`src/rtl/pipe_ctrl_pkg.sv`:
```
// rtl/pipe_ctrl_pkg.sv - shared state encodings and default constants for pipe_ctrl
package pipe_ctrl_pkg;

  typedef logic [1:0] state_t;

  localparam state_t RUN    = 2'd0;
  localparam state_t DRAIN  = 2'd1;
  localparam state_t HALTED = 2'd2;

  localparam int unsigned CNT_W             = 32;
  localparam int unsigned DEFAULT_INCREMENT = 4;
  localparam int unsigned DEFAULT_RESET_PC  = 0;

endpackage

```
`src/rtl/pipe_ctrl_if.sv`:
```
// rtl/pipe_ctrl_if.sv - pipeline control bundle between controller and fetch datapath
interface pipe_ctrl_if #(
  parameter int unsigned width = 32
);
  import pipe_ctrl_pkg::*;

  logic             stall_c;
  logic             hazard_b;
  logic             redirect;
  logic [width-1:0] redirect_pc;
  logic             halt_req;

  logic [width-1:0] pc_a;
  logic             en_ab;
  logic             en_bc;
  logic             valid_b;
  logic             valid_c;
  logic             retire;
  logic             halted;
  logic [CNT_W-1:0] retired_count;
  logic [CNT_W-1:0] bubble_count;

  modport master (
    input  stall_c, hazard_b, redirect, redirect_pc, halt_req,
    output pc_a, en_ab, en_bc, valid_b, valid_c, retire, halted,
           retired_count, bubble_count
  );

  modport slave (
    output stall_c, hazard_b, redirect, redirect_pc, halt_req,
    input  pc_a, en_ab, en_bc, valid_b, valid_c, retire, halted,
           retired_count, bubble_count
  );

endinterface

```
`src/rtl/perf_counter.sv`:
```
// rtl/perf_counter.sv - wrapping event counter with enable and asynchronous reset
module perf_counter #(
  parameter int unsigned width = 32
) (
  input  logic             clk,
  input  logic             reset,
  input  logic             en,
  output logic [width-1:0] count
);

  always_ff @(posedge clk or posedge reset) begin
    if (reset) begin
      count <= '0;
    end else if (en) begin
      count <= count + width'(1);
    end
  end

endmodule

```
`src/rtl/pipe_ctrl.sv`:
```
// rtl/pipe_ctrl.sv - PC owner and A/B/C stage sequencer with stall, hazard, redirect and halt handling
module pipe_ctrl
  import pipe_ctrl_pkg::*;
#(
  parameter int unsigned      width     = 32,
  parameter logic [width-1:0] increment = width'(DEFAULT_INCREMENT),
  parameter logic [width-1:0] reset_pc  = width'(DEFAULT_RESET_PC)
) (
  input logic         clk,
  input logic         reset,
  pipe_ctrl_if.master bus
);

  logic [width-1:0] pc_q;
  logic             valid_b_q;
  logic             valid_c_q;
  state_t           state_q;
  state_t           state_d;

  logic c_go;
  logic c_free;
  logic b_block;
  logic take_redirect;
  logic en_ab;
  logic en_bc;
  logic b_to_c;
  logic fetch_ok;
  logic [width-1:0] redirect_target;

  assign c_go          = valid_c_q & ~bus.stall_c;
  assign c_free        = ~valid_c_q | ~bus.stall_c;
  assign b_block       = valid_b_q & bus.hazard_b;
  assign take_redirect = bus.redirect & c_go;
  assign en_bc         = c_free;
  assign en_ab         = c_free & ~b_block;
  assign b_to_c        = valid_b_q & ~b_block & ~take_redirect;
  assign fetch_ok      = (state_q == RUN) & ~bus.halt_req;

  // Fetch addresses are word aligned; the low two target bits are dropped.
  assign redirect_target = bus.redirect_pc & ~width'(3);

  always_ff @(posedge clk or posedge reset) begin
    if (reset) begin
      pc_q <= reset_pc;
    end else if (take_redirect) begin
      pc_q <= redirect_target;
    end else if (en_ab & fetch_ok) begin
      pc_q <= pc_q + increment;
    end
  end

  // A redirect flushes both stages on its edge regardless of the enables.
  always_ff @(posedge clk or posedge reset) begin
    if (reset) begin
      valid_b_q <= 1'b0;
      valid_c_q <= 1'b0;
    end else if (take_redirect) begin
      valid_b_q <= 1'b0;
      valid_c_q <= 1'b0;
    end else begin
      if (en_ab) begin
        valid_b_q <= fetch_ok;
      end
      if (en_bc) begin
        valid_c_q <= b_to_c;
      end
    end
  end

  always_comb begin
    state_d = state_q;
    case (state_q)
      RUN: begin
        if (bus.halt_req) begin
          state_d = DRAIN;
        end
      end
      DRAIN: begin
        if (!bus.halt_req) begin
          state_d = RUN;
        end else if (!valid_b_q && !valid_c_q) begin
          state_d = HALTED;
        end
      end
      HALTED: begin
        if (!bus.halt_req) begin
          state_d = RUN;
        end
      end
      default: state_d = RUN;
    endcase
  end

  always_ff @(posedge clk or posedge reset) begin
    if (reset) begin
      state_q <= RUN;
    end else begin
      state_q <= state_d;
    end
  end

  perf_counter #(.width(CNT_W)) u_retired_cnt (
    .clk   (clk),
    .reset (reset),
    .en    (c_go),
    .count (bus.retired_count)
  );

  perf_counter #(.width(CNT_W)) u_bubble_cnt (
    .clk   (clk),
    .reset (reset),
    .en    (en_bc & ~b_to_c),
    .count (bus.bubble_count)
  );

  assign bus.pc_a    = pc_q;
  assign bus.en_ab   = en_ab;
  assign bus.en_bc   = en_bc;
  assign bus.valid_b = valid_b_q;
  assign bus.valid_c = valid_c_q;
  assign bus.retire  = c_go;
  assign bus.halted  = (state_q == HALTED);

endmodule

```
`src/flat_wrapper.sv`:
```
// flat-port wrapper written by rule: the top's interface ports become plain ports
module pipe_ctrl_flat import pipe_ctrl_pkg::*;
#(
  parameter int unsigned      width     = 32,
  parameter logic [width-1:0] increment = width'(DEFAULT_INCREMENT),
  parameter logic [width-1:0] reset_pc  = width'(DEFAULT_RESET_PC)
)
  (clk, reset, bus_stall_c, bus_hazard_b, bus_redirect, bus_redirect_pc, bus_halt_req, bus_pc_a, bus_en_ab, bus_en_bc, bus_valid_b, bus_valid_c, bus_retire, bus_halted, bus_retired_count, bus_bubble_count);
  pipe_ctrl_if #(.width(width)) bus_i ();
  input logic clk;
  input logic reset;
  input wire logic [$bits(bus_i.stall_c)-1:0] bus_stall_c;
  input wire logic [$bits(bus_i.hazard_b)-1:0] bus_hazard_b;
  input wire logic [$bits(bus_i.redirect)-1:0] bus_redirect;
  input wire logic [$bits(bus_i.redirect_pc)-1:0] bus_redirect_pc;
  input wire logic [$bits(bus_i.halt_req)-1:0] bus_halt_req;
  output wire logic [$bits(bus_i.pc_a)-1:0] bus_pc_a;
  output wire logic [$bits(bus_i.en_ab)-1:0] bus_en_ab;
  output wire logic [$bits(bus_i.en_bc)-1:0] bus_en_bc;
  output wire logic [$bits(bus_i.valid_b)-1:0] bus_valid_b;
  output wire logic [$bits(bus_i.valid_c)-1:0] bus_valid_c;
  output wire logic [$bits(bus_i.retire)-1:0] bus_retire;
  output wire logic [$bits(bus_i.halted)-1:0] bus_halted;
  output wire logic [$bits(bus_i.retired_count)-1:0] bus_retired_count;
  output wire logic [$bits(bus_i.bubble_count)-1:0] bus_bubble_count;
  assign bus_i.stall_c = bus_stall_c;
  assign bus_i.hazard_b = bus_hazard_b;
  assign bus_i.redirect = bus_redirect;
  assign bus_i.redirect_pc = bus_redirect_pc;
  assign bus_i.halt_req = bus_halt_req;
  assign bus_pc_a = bus_i.pc_a;
  assign bus_en_ab = bus_i.en_ab;
  assign bus_en_bc = bus_i.en_bc;
  assign bus_valid_b = bus_i.valid_b;
  assign bus_valid_c = bus_i.valid_c;
  assign bus_retire = bus_i.retire;
  assign bus_halted = bus_i.halted;
  assign bus_retired_count = bus_i.retired_count;
  assign bus_bubble_count = bus_i.bubble_count;
  pipe_ctrl #(.width(width), .increment(increment), .reset_pc(reset_pc)) u_core (.clk(clk), .reset(reset), .bus(bus_i));
endmodule
```
`config.mk`:
```
export PLATFORM = sky130hd
export DESIGN_NAME = pipe_ctrl_flat
export DESIGN_NICKNAME = d
export VERILOG_FILES = /design/src/rtl/pipe_ctrl_pkg.sv /design/src/rtl/pipe_ctrl_if.sv /design/src/rtl/perf_counter.sv /design/src/rtl/pipe_ctrl.sv /design/src/flat_wrapper.sv
export SDC_FILE = /design/constraint.sdc
export NUM_CORES = 1
export LEC_CHECK = 0
export BUFFER_PORTS_ARGS = -buffer_cell sky130_fd_sc_hd__buf_4
export CAP_MARGIN = 20
export CORE_MARGIN = 3
export CORE_UTILIZATION = 24
export DETAILED_ROUTE_END_ITERATION = 8
export PLACE_DENSITY_LB_ADDON = 0.2
export SLEW_MARGIN = 10
export SYNTH_ARGS = -nofsm -noshare
export SYNTH_HDL_FRONTEND = slang
export SYNTH_HIERARCHICAL = 1
export SYNTH_SLANG_ARGS = --single-unit
```
`constraint.sdc`:
```
create_clock -name clk -period 2.1 [get_ports clk]
set_input_delay 0.42 -clock clk [delete_from_list [all_inputs] [get_ports clk]]
set_output_delay 0.42 -clock clk [all_outputs]
set_load 0.01 [all_outputs]
```
# Yosys cells after proc, flatten, opt, wreduce, memory -nomap -nowiden
# Cells that the tools add are included.
[op_classes]
add_sub_neg = 3
n_eq_ne = 5
muxes = 11
bitwise_logic = 16
n_reduce_logical = 8
[ops]
columns = ["cell", "n"]
rows = [
  ["adder 32 x 1 -> 32 bit, second input constant", 2],
  ["2-to-1 mux 32 bit", 2],
  ["adder 32 x 3 -> 32 bit, second input constant", 1],
  ["bitwise AND 1 bit", 9],
  ["2-to-1 mux 2 bit", 4],
  ["inverter 1 bit", 6],
  ["case mux 2 bit (3 select lines)", 1],
  ["nonzero test 2 bit", 3],
  ["2-to-1 mux 1 bit", 4],
  ["inequality test 2 bit, second input constant", 2],
  ["inequality test 3 x 2 -> 1 bit, second input constant", 1],
  ["AND reduction 3 bit", 1],
  ["== test 2 x 1 -> 1 bit, second input constant", 1],
  ["== test 2 bit, second input constant", 1],
  ["logical NOT 1 bit", 2],
  ["logical NOT 2 bit", 1],
  ["logical AND 1 bit", 1],
  ["OR 1 bit", 1],
]
[totals]
reg_bits = 100
in_bits = 38
output_inout_bits = 102
wordCells = 49

# Depth between registers and ports, before layout
[logic_depth]
ltp_word = 7
ltp_mapped = 8
mapped_depth_nobuf = 8

# Modules after synthesis
# The synthesis kept the hierarchy.
[modules_own_cells]
columns = ["module", "instances", "cells_per_inst", "area_each_um2", "seq_area_each_um2"]
rows = [
  ["pipe_ctrl", 1, 214, 1894.3, 850.8],
  ["perf_counter at u_core.u_bubble_cnt", 1, 126, 1510.2, 800.8],
  ["perf_counter at u_core.u_retired_cnt", 1, 126, 1476.4, 800.8],
]

# Least setup slack after synthesis
# Ideal clock, no wire load.
[synth_path]
path_kind = "register to register"
start = "register u_core.valid_c_q, in the netlist u_core/bus.valid_c"
end = "register u_core.u_bubble_cnt.count[25]"
setup_ns = 0.079
arrival_time_ns = 2.467
required_ns = 2.021
slack_ns = -0.446
path_stages_with_launch = 9
n_path_buf = 0
synth_period_minus_slack_ns = 2.546
cell_sequence = "dfrtp_1 > nor2b_1 > nand2_1 > nand3b_1 > and2_1 > and4_2 > nand3_4 > nor4_1 > xor2_1"
[synth_between]
elab_chain_cells = 6
word_cells_on_any_way = 8
classes_between = "bitwise (8)"
[synth_lines]
columns = ["item", "line", "text"]
rows = [
  ["start: declaration", "pipe_ctrl.sv:16", "logic valid_c_q;"],
  ["start signal: assignment", "pipe_ctrl.sv:65", "valid_c_q <= b_to_c;"],
  ["bitwise AND 1 bit", "pipe_ctrl.sv:30", "assign c_go = valid_c_q & ~bus.stall_c;"],
  ["via bus_retire", "flat_wrapper.sv:22", "output wire logic [$bits(bus_i.retire)-1:0] bus_retire;"],
  ["bitwise AND 1 bit", "pipe_ctrl.sv:33", "assign take_redirect = bus.redirect & c_go;"],
  ["inverter 1 bit", "pipe_ctrl.sv:36", "assign b_to_c = valid_b_q & ~b_block & ~take_redirect;"],
  ["bitwise AND 1 bit", "pipe_ctrl.sv:36", ""],
  ["inverter 1 bit", "pipe_ctrl.sv:112", ".en (en_bc & ~b_to_c),"],
  ["bitwise AND 1 bit", "pipe_ctrl.sv:112", ""],
  ["end signal: assignment", "perf_counter.sv:15", "count <= count + width'(1);"],
  ["end: declaration", "perf_counter.sv:8", "output logic [width-1:0] count"],
]
# The timed path passes the listed nets, and every way through them passes these cells.
# A chain may end at the register's enable or synchronous reset.

# Worst setup path in the final report
[layout_path]
start = "register u_core.pc_q[3], in the netlist u_core/bus.pc_a[3]"
end = "register u_core.pc_q[30], in the netlist u_core/bus.pc_a[30]"
[layout_between]
elab_chain_cells = 3
[layout_lines]
columns = ["item", "line", "text"]
rows = [
  ["start: declaration", "pipe_ctrl.sv:14", "logic [width-1:0] pc_q;"],
  ["start signal: assignment", "pipe_ctrl.sv:44", "pc_q <= reset_pc;"],
  ["start signal: assignment", "pipe_ctrl.sv:46", "pc_q <= redirect_target;"],
  ["start signal: assignment", "pipe_ctrl.sv:48", "pc_q <= pc_q + increment;"],
  ["adder 32 x 3 -> 32 bit", "pipe_ctrl.sv:48", ""],
  ["2-to-1 mux 32 bit", "pipe_ctrl.sv:47", "end else if (en_ab & fetch_ok) begin"],
  ["2-to-1 mux 32 bit", "pipe_ctrl.sv:45", "end else if (take_redirect) begin"],
]
# No other way between the ends. The select of a mux whose other input is x is not followed.

==> impl_results.md <==
- Drt drc: 0
- Rows: 51
- Worst path required time: 2.38 ns
- Commonest non-fill, non-tap cells in the layout: buf_4 (165), dfrtp_1 (98), nand2_1 (64), xor2_1 (52), nand3_1 (36)
- Synth Cell Area: 4880 um2
- Hold Vio Cnt, Final: 0
- Crit path largest cell delay: 0.52 ns
- N_diodes: 0
- DP HPWL: 9990 um
- DIE AREA: 22100 um2
- Synth unique cells: 47
- Peak VDD IR: 0.000454 V
- EDFF count, synth: 0
- CTS tree: done
- Clk Latency, worst-skew pair: 0.34 ns
- Final WL: 13400 um
- Gr usage total: 12.1%
- Final worst-path cycle share: 94.1%
- Pleak: 3.20 nW
- Synth Flop Type: dfrtp_1
- Antenna viol nets, final: 0
- Die Wd: 149 um
- Wire per inst: 14.9 um
- Crit path DAT: 2.25 ns
- Reg2reg path depth: 6
- FF-to-FF Start: u_core/bus.pc_a[3]$_DFFE_PP0P_
- Flops & latches, synth: 98
- Port Buffers: 135
- Leading cell type in the layout, fill and taps excluded: buf_4
- Starting density of the core: 24.8%
- GP Congestion: 0.832
- Vias post-DR: 4010
- Syn-to-layout area delta: 38.7%
- TNS Setup: 0 ns
- Clock skew: 0.00875 ns
- Wire length of the first global-routing pass: 21600 um
- NumNets Final: 673
- Reg-to-reg slack, setup: 0.12 ns
- Vias in the first global route: 4100
- Switching share of power: 34.2%
- Reg power frac: 42.0%
- Fraction of layout cells with a size suffix above 1: 33.8%
- Vias per cell: 4.45
- RR Endpoint: u_core/bus.pc_a[30]$_DFFE_PP0P_
- Sequential area share after synthesis: 50.2%
- HP Class: primary input to async pin
- Fin crit period: 1.98 ns
- Drt pass-1 iters: 5
- Top Ports: 140
- Max Cap Viol: 0
- CP Class: flip-flop to flip-flop
- Initial antenna violation count: 0
- Die H: 149 um
- Worst setup SP type: flip-flop
- Synth async-reset ratio: 100%
- Synthesized area per cell: 10.5 um2
- Post-synthesis instance total: 466
- Crit path cell chain: ha_1 > nand2_1 > nor4_4 > nand4_4 > or4_1 > nand3_1
- CORE AREA: 19700 um2
- H-tree levels: 3
- Crit path max fanout: 6
- Peak Freq: 506 MHz
- Outcome: complete, no violations
- Overflow after GRT: 0
- Reg clk slew, reported paths: 0.07 ns
- Clock Tree Buf Depth: 2
- TritonCTS sink count: 98
- Ys Warns: 6
- Initial DRC Count: 194
- Largest net degree at the start of global routing: 35
- Final count of negative-setup-slack endpoints: 0
- CTS root buf: clkbuf_16
- Combinational share of power: 31.2%
- Pint: 4.51 mW
- Clock share of power: 26.8%
- Worst setup EP type: flip-flop
- Reported net switching power: 2.34 mW
- P per Cell Area: 1010 nW/um2
- RSZ-0062 raised after global routing: no
- Pwr Total: 6.85 mW
- CTS Buf Count: 9
- Max-slew violation count: 0
- Slowest-stage cell, CP: or4_1
[area by class of cell]
| class | instances | area (um2) |
|---|---|---|
| Clock buffer | 10 | 239 |
| Clock inverter | 6 | 88.8 |
| Fill cell | 2032 | 12900 |
| Inverter | 10 | 37.5 |
| Multi-Input combinational cell | 348 | 2380 |
| Sequential cell | 98 | 2450 |
| Tap cell | 265 | 332 |
| Timing Repair Buffer | 165 | 1240 |
[timing repair]
action / CTS / global route
buffers inserted: 0 / 0
hold buffers: 0 / 0
endpoints found under the hold margin: 0 / 0
resized for setup: 0 / 3
setup endpoints to repair: 0 / 2
[metrics by stage]
step                      std cells  cell area (um2)  hold slack [ns]  utilization, %  setup WS (ns)
final                           902             6770            0.174            34.3          0.125
after global routing            902             6770            0.221            34.3        0.00828
after CTS                       902             6750            0.173            34.2         0.0727
after detailed placement        886             6420            0.459            32.6       -0.00797
after global placement          886             6420            0.461            32.6       -0.00563
after floorplan                 467             4900            0.473               -         0.0212
[registers in the layout (all words and copies together), names as in the netlist]
register,count
u_core/bus.pc_a,30
u_core/bus.valid_b,1
u_core/bus.valid_c,1
u_core/state_q,2
u_core/u_bubble_cnt/count,32
u_core/u_retired_cnt/count,32
[worst max path at each step]
| stage | to | start | cells after the start | slack (ns) |
|---|---|---|---|---|
| after floorplan | u_core/bus.pc_a[30]$_DFFE_PP0P_ | u_core/bus.pc_a[2]$_DFFE_PP0P_ | 6 | 0.02 |
| after global placement | u_core/bus.pc_a[23]$_DFFE_PP0P_ | bus_halt_req | 6 | -0.006 |
| after detailed placement | u_core/bus.pc_a[23]$_DFFE_PP0P_ | bus_halt_req | 6 | -0.008 |
| after CTS | u_core/u_bubble_cnt/count[30]$_DFFE_PP0P_ | u_core/bus.valid_c$_DFFE_PP0P_ | 8 | 0.07 |
| after global routing | u_core/bus.pc_a[30]$_DFFE_PP0P_ | u_core/bus.pc_a[3]$_DFFE_PP0P_ | 6 | 0.008 |
| final | u_core/bus.pc_a[30]$_DFFE_PP0P_ | u_core/bus.pc_a[3]$_DFFE_PP0P_ | 6 | 0.12 |
[worst max-delay path, delay by kind of cell, from the launching register on]
family | cells | cell delay (ns)
fa+ha+maj | 1 | 0.22
simple gates | 5 | 1.29
flops | 1 | 0.40
[per-layer routing]
metal	vias up	GRT usage [%]	part of all wire (%)
met4	0	4.53	1.6
met3	13	3.50	6.3
li1	1973	-	-
met1	1915	16.1	46
met2	109	18.8	46
met5	-	0	0
[kinds of logic (layout without fill, tap and decap cells)]
group / after synthesis / in the layout / share of synthesized area (%)
xor+xnor: 87 / 87 / 15.8
compound gates: 33 / 33 / 3.72
simple gates: 220 / 220 / 26.8
mux: 3 / 3 / 0.666
fa+ha+maj: 3 / 3 / 0.769
buf+inv: 21 / 191 / 1.95
flops: 98 / 98 / 50.2
other cells: 1 / 2 / 0.0768
[synth_stat cells, types with 2 or more instances]
cell type	number	area, um2
a21oi_1	3	15.0
and2_1	7	43.8
and3_1	10	62.6
and3_2	2	15.0
and4_1	6	52.6
and4_2	4	40.0
and4_4	4	45.0
buf_4	2	15.0
clkbuf_1	7	26.3
dfrtp_1	98	2450
ha_1	3	37.5
inv_1	10	37.5
mux2_2	2	22.5
nand2_1	65	244
nand2b_1	3	18.8
nand3_1	36	180
nand4_1	24	150
nand4_4	3	63.8
nor2_1	15	56.3
nor2b_1	2	12.5
nor3_1	13	65.1
nor4_1	8	50.1
nor4_4	3	63.8
o21ai_0	25	125
o311ai_0	2	17.5
or4_1	4	30.0
xnor2_1	34	298
xor2_1	52	455
[power by group through the flow]
stage	Combinational (mW)	Clock [mW]	Sequential, mW
after floorplan	0.842	0	3.00
after global placement	2.14	0	2.90
after detailed placement	2.17	0	2.91
after CTS	2.18	1.93	2.88
after global routing	2.35	1.98	2.96
final	2.14	1.84	2.88
(Power assumes the default switching activity.)
